<file path="src/rtl/mem_arb_pkg.sv">
// Shared types for the IF/DM memory port arbiter: FSM encoding, grant
// values and the tie-breaking rule.
package mem_arb_pkg;

    typedef enum logic {
        ARB_IDLE = 1'b0,
        ARB_BUSY = 1'b1
    } arb_state_e;

    localparam logic GRANT_IF = 1'b0;
    localparam logic GRANT_DM = 1'b1;

    // Single eligible requester wins outright; a tie goes to whoever did not win last.
    function automatic logic pick_grant(input logic if_el, input logic dm_el, input logic last);
        if (if_el && dm_el) begin
            return ~last;
        end
        return dm_el ? GRANT_DM : GRANT_IF;
    endfunction

endpackage

</file>
<file path="src/rtl/Mux2way32.sv">
// 32-bit two-input multiplexer used to steer the shared memory port.
module Mux2way32 (
    input  logic [31:0] a,
    input  logic [31:0] b,
    input  logic        sel,
    output logic [31:0] y
);

    assign y = sel ? b : a;

endmodule

</file>
<file path="src/rtl/mem_port_arbiter.sv">
// Round-robin arbiter sharing one fixed-latency 32-bit memory port between
// instruction fetch and data memory.
module mem_port_arbiter
    import mem_arb_pkg::*;
#(
    parameter int LATENCY = 2
) (
    input  logic        clk,
    input  logic        reset,
    input  logic        if_req,
    input  logic [31:0] if_addr,
    output logic        if_ack,
    output logic [31:0] if_rdata,
    input  logic        dm_req,
    input  logic        dm_we,
    input  logic [31:0] dm_addr,
    input  logic [31:0] dm_wdata,
    output logic        dm_ack,
    output logic [31:0] dm_rdata,
    output logic        mem_en,
    output logic        mem_we,
    output logic [31:0] mem_addr,
    output logic [31:0] mem_wdata,
    input  logic [31:0] mem_rdata,
    output logic        grant_sel
);

    localparam int CW = (LATENCY > 1) ? $clog2(LATENCY) : 1;
    localparam logic [CW-1:0] CNT_LOAD = CW'(LATENCY - 1);

    arb_state_e    state, state_next;
    logic [CW-1:0] cnt, cnt_next;
    logic          grant_next;
    logic          last_grant, last_next;
    logic          done, if_el, dm_el, winner;

    // Handshake: a requester raises req with stable payload and holds it until
    // its one-cycle ack; req still high on the cycle after ack is a new request.
    always_ff @(posedge clk) begin
        if (reset) begin
            state      <= ARB_IDLE;
            cnt        <= '0;
            grant_sel  <= GRANT_IF;
            last_grant <= GRANT_IF;
        end else begin
            state      <= state_next;
            cnt        <= cnt_next;
            grant_sel  <= grant_next;
            last_grant <= last_next;
        end
    end

    // The finishing requester is excluded because its req is still high in its ack cycle.
    always_comb begin
        done       = (state == ARB_BUSY) && (cnt == '0);
        if_el      = if_req && !(done && grant_sel == GRANT_IF);
        dm_el      = dm_req && !(done && grant_sel == GRANT_DM);
        winner     = pick_grant(if_el, dm_el, last_grant);
        state_next = state;
        cnt_next   = cnt;
        grant_next = grant_sel;
        last_next  = last_grant;
        if (state == ARB_BUSY && !done) begin
            cnt_next = cnt - 1'b1;
        end else if (if_el || dm_el) begin
            state_next = ARB_BUSY;
            cnt_next   = CNT_LOAD;
            grant_next = winner;
            last_next  = winner;
        end else begin
            state_next = ARB_IDLE;
        end
    end

    always_comb begin
        mem_en = (state == ARB_BUSY);
        mem_we = (state == ARB_BUSY) && (grant_sel == GRANT_DM) && dm_we;
        if_ack = done && (grant_sel == GRANT_IF);
        dm_ack = done && (grant_sel == GRANT_DM);
    end

    Mux2way32 u_addr_mux (
        .a  (if_addr),
        .b  (dm_addr),
        .sel(grant_sel),
        .y  (mem_addr)
    );

    // IF never writes, so its write-data leg is tied off.
    Mux2way32 u_wdata_mux (
        .a  (32'd0),
        .b  (dm_wdata),
        .sel(grant_sel),
        .y  (mem_wdata)
    );

    assign if_rdata = mem_rdata;
    assign dm_rdata = mem_rdata;

endmodule

</file>
<file path="config.mk">
export PLATFORM = sky130hd
export DESIGN_NAME = mem_port_arbiter
export DESIGN_NICKNAME = d
export VERILOG_FILES = /design/src/rtl/mem_arb_pkg.sv /design/src/rtl/Mux2way32.sv /design/src/rtl/mem_port_arbiter.sv
export SDC_FILE = /design/constraint.sdc
export NUM_CORES = 1
export LEC_CHECK = 0
export BUFFER_PORTS_ARGS = -buffer_cell sky130_fd_sc_hd__buf_2
export CAP_MARGIN = 20
export CORE_AREA = 5 5 99 101
export DETAILED_ROUTE_END_ITERATION = 10
export DIE_AREA = 0 0 104 106
export GPL_TIMING_DRIVEN = 0
export PLACE_DENSITY = 0.56
export SLEW_MARGIN = 20
export SYNTH_ARGS = -nofsm -noshare
export SYNTH_HDL_FRONTEND = slang
export SYNTH_HIERARCHICAL = 1
export SYNTH_SLANG_ARGS = --single-unit
</file>
<file path="constraint.sdc">
create_clock -name clk -period 1.9 [get_ports clk]
set_clock_uncertainty 0.1 [all_clocks]
set_input_delay 0.19 -clock clk [delete_from_list [all_inputs] [get_ports clk]]
set_output_delay 0.19 -clock clk [all_outputs]
set_load 0.05 [all_outputs]
</file>
==> flow_summary_export.csv <==
group,metric,value,unit
run_status,status,"finished clean",
cells_and_area,antennaDiodeCount,0,
clock_network,cts-root-buf,"clkbuf_8",
synthesis,ys_seq_area_share,3.41,%
global_routing,top_usage_layer,"met2",
die,die_w,104,um
cells_and_area,num-fill-cells,944,
global_routing,grt_use_met1,9.55,%
global_routing,grtUsageMet2,19.7,%
synthesis,ys_top_cells_by_area,"mux2_4, buf_4, buf_12, dfxtp_1, mux2_2",
placed_design,io_buffers,233,
routing,drc_errors,0,
setup_path,startpoint_type,"flip-flop",
clock_network,clk_pin_slew,0.03,ns
setup_path,reg2reg_depth,3,
global_routing,globalRouteOverflowTotal,0,
synthesis,synthCells,157,
routing,routedWlPerCell,12.0,um
timing,fin_crit_sh,93.7,%
setup_path,cp.required,1.61,ns
setup_path,cp.arrival,1.49,ns
cells_and_area,final_nets,559,
routing,first_pass_iters,4,
setup_path,r2r_slack,0.84,ns
timing,grt_setup_unrepaired,"no",
die,ios,266,
synthesis,ys_types,20,
die,row_count,35,
timing,finalSetupViolCount,0,
die,dieHeight,106,um
routing,initialDrtViolationCount,28,
global_routing,grt_usage,9.97,%
cells_and_area,syn_to_final_growth,83.3,%
clock_network,post_cts_buffers,0,
setup_path,r2r_end,"last_grant",
clock_network,cts_inserted_buffers,3,
synthesis,syn_avg_cell_area,11.2,um^2
placed_design,gp_congestion,0.702,
global_routing,antenna_found_initial,1,
clock_network,cts_max_path_buffers,2,
setup_path,critPathLaunch,"last_grant",
setup_path,r2r_start,"mem_en",
clock_network,clock-sinks,3,
synthesis,synth_seq_cells,3,
setup_path,endpoint_kind,"output port",
routing,vias_per_cell,3.70,
synthesis,synth.top_cell.area_share,51.1,%
cells_and_area,utilization,36.1,%
global_routing,grt_max_degree,11,
routing,vias,1983,
timing,finalMaxSlewViolations,0,
synthesis,yosys.area.top_type,"mux2_4",
routing,wirelength,6.41,mm
timing,final_hold_viol_count,0,
placed_design,dpl.hpwl,5.96,mm
die,initial_core_util,19.7,%
timing,period_needed,1.78,ns
run,cap_violations,0,
global_routing,grt_pass1_vias,2079,
routing,final_antenna_net_count,0,
global_routing,grt_pass1_wl,9.45,mm
cells_and_area,drive_above_1_share,88.9,%
worst_hold_path,hold_class,"primary input to flip-flop",
setup_path,path_max_fanout,10,
setup_path,critPathCapture,"mem_addr[19]",
die,coreArea,0.00893,mm^2
power_and_ir_drop,max-vdd-ir-drop,0.000235,V
synthesis,yosysWarningCount,6,
timing,finalSetupTns,0,ns
clock_network,cts_htree_levels,1,
setup_path,crit_type,"flip-flop to output port",
timing,fmax,562,MHz
clock_network,post_cts_resized,1,
clock_network,cts_hold_buffers,0,
power_and_ir_drop,powerDensity,575,mW/mm^2
clock_network,cts_tree,"built",
global_routing,met3_usage,4.55,%
clock_network,clk_latency,0.22,ns
power_and_ir_drop,p_leak,1.97,nW
synthesis,syn-cell-area,0.00176,mm^2
die,dieArea,0.0110,mm^2
==> sequential cells by signal, indices dropped and copies added, names as in the netlist <==
register    cells
cnt             1
mem_en          1
last_grant      1
==> how the worst min path moves through the flow <==
stage | from | cells past startpoint | endpoint | slack (ns)
2_1_floorplan | reset | 1 | last_grant | 0.16
3_5_place_dp | reset | 2 | last_grant | 0.30
4_1_cts | reset | 2 | last_grant | 0.06
6_report | reset | 2 | last_grant | 0.06
5_1_grt | reset | 2 | last_grant | 0.07
3_3_place_gp | reset | 2 | last_grant | 0.30
==> critical path, cell delays in order, from the launching register on <==
cell,delay [ns]
dfxtp_2,0.42
buf_6,0.17
buf_12,0.15
mux2_4,0.31
buf_2,0.21
==> cells by family after synthesis <==
| logic type | synth area share, % |
|---|---|
| buf+inv | 36.6 |
| mux | 54.3 |
| compound gates | 3.34 |
| simple gates | 2.13 |
| flops | 3.41 |
| other cells | 0.213 |
==> where the power goes <==
group | internal, W | leakage, nW | switching, W
Sequential | 0.0000705 | 0.0254 | 0.00000984
Combinational | 0.000573 | 1.93 | 0.00102
Clock | 0.000143 | 0.0228 | 0.0000441
==> cells in the mapped netlist (all sizes together) <==
cell,number
nor3,1
and2,1
conb,1
and3,3
nand2,1
o21bai,1
a221oi,2
dfxtp,3
buf,73
o2bb2ai,1
mux2,64
inv,3
a21bo,1
a311oi,1
mux2i,1
==> per-stage QoR <==
| stage | total power (W) | instances | hold WS (ns) | cell area (um^2) | setup slack (ns) |
|---|---|---|---|---|---|
| finish | 0.00186 | 536 | 0.0617 | 3230 | 0.120 |
| global route | 0.00194 | 536 | 0.0733 | 3230 | 0.0571 |
| CTS | 0.00188 | 536 | 0.0634 | 3230 | 0.0999 |
| detailed placement | 0.00168 | 532 | 0.298 | 3180 | 0.205 |
| global placement | 0.00167 | 532 | 0.302 | 3180 | 0.220 |
| floorplan | 0.00137 | 188 | 0.156 | 1880 | 0.0983 |
==> metal layers <==
metal	routed length, um	vias to the layer above	part of all wire, %
met2	3420	148	53
met5	13	-	0.20
met1	2040	849	32
li1	-	979	-
met3	915	5	14
met4	20	2	0.31
==> final cells by class <==
cell class | count | area [um^2] | share of cell area [%]
multi-input combinational | 109 | 1170 | 36.3
timing repair buffer | 233 | 1170 | 36.1
buffer | 73 | 634 | 19.6
tap | 111 | 139 | 4.30
sequential | 3 | 61.3 | 1.90
clock buffer | 4 | 45.0 | 1.39
inverter | 3 | 11.3 | 0.349
==> cell usage in the layout, fill, tap and decap left out <==
master and instances:
a21bo_1 1, a221oi_1 1, a221oi_2 1, a311oi_1 1, and2_2 1, and3_1 1, and3_2 2, buf_12 6
buf_2 233, buf_4 64, buf_6 3, clkbuf_1 1, clkbuf_8 3, conb_1 32, dfxtp_1 2, dfxtp_2 1
inv_1 3, mux2_2 4, mux2_4 60, mux2i_1 1, nand2_1 1, nor3_1 1, o21bai_1 1, o2bb2ai_1 1
Power figures use the tool's default switching activity.
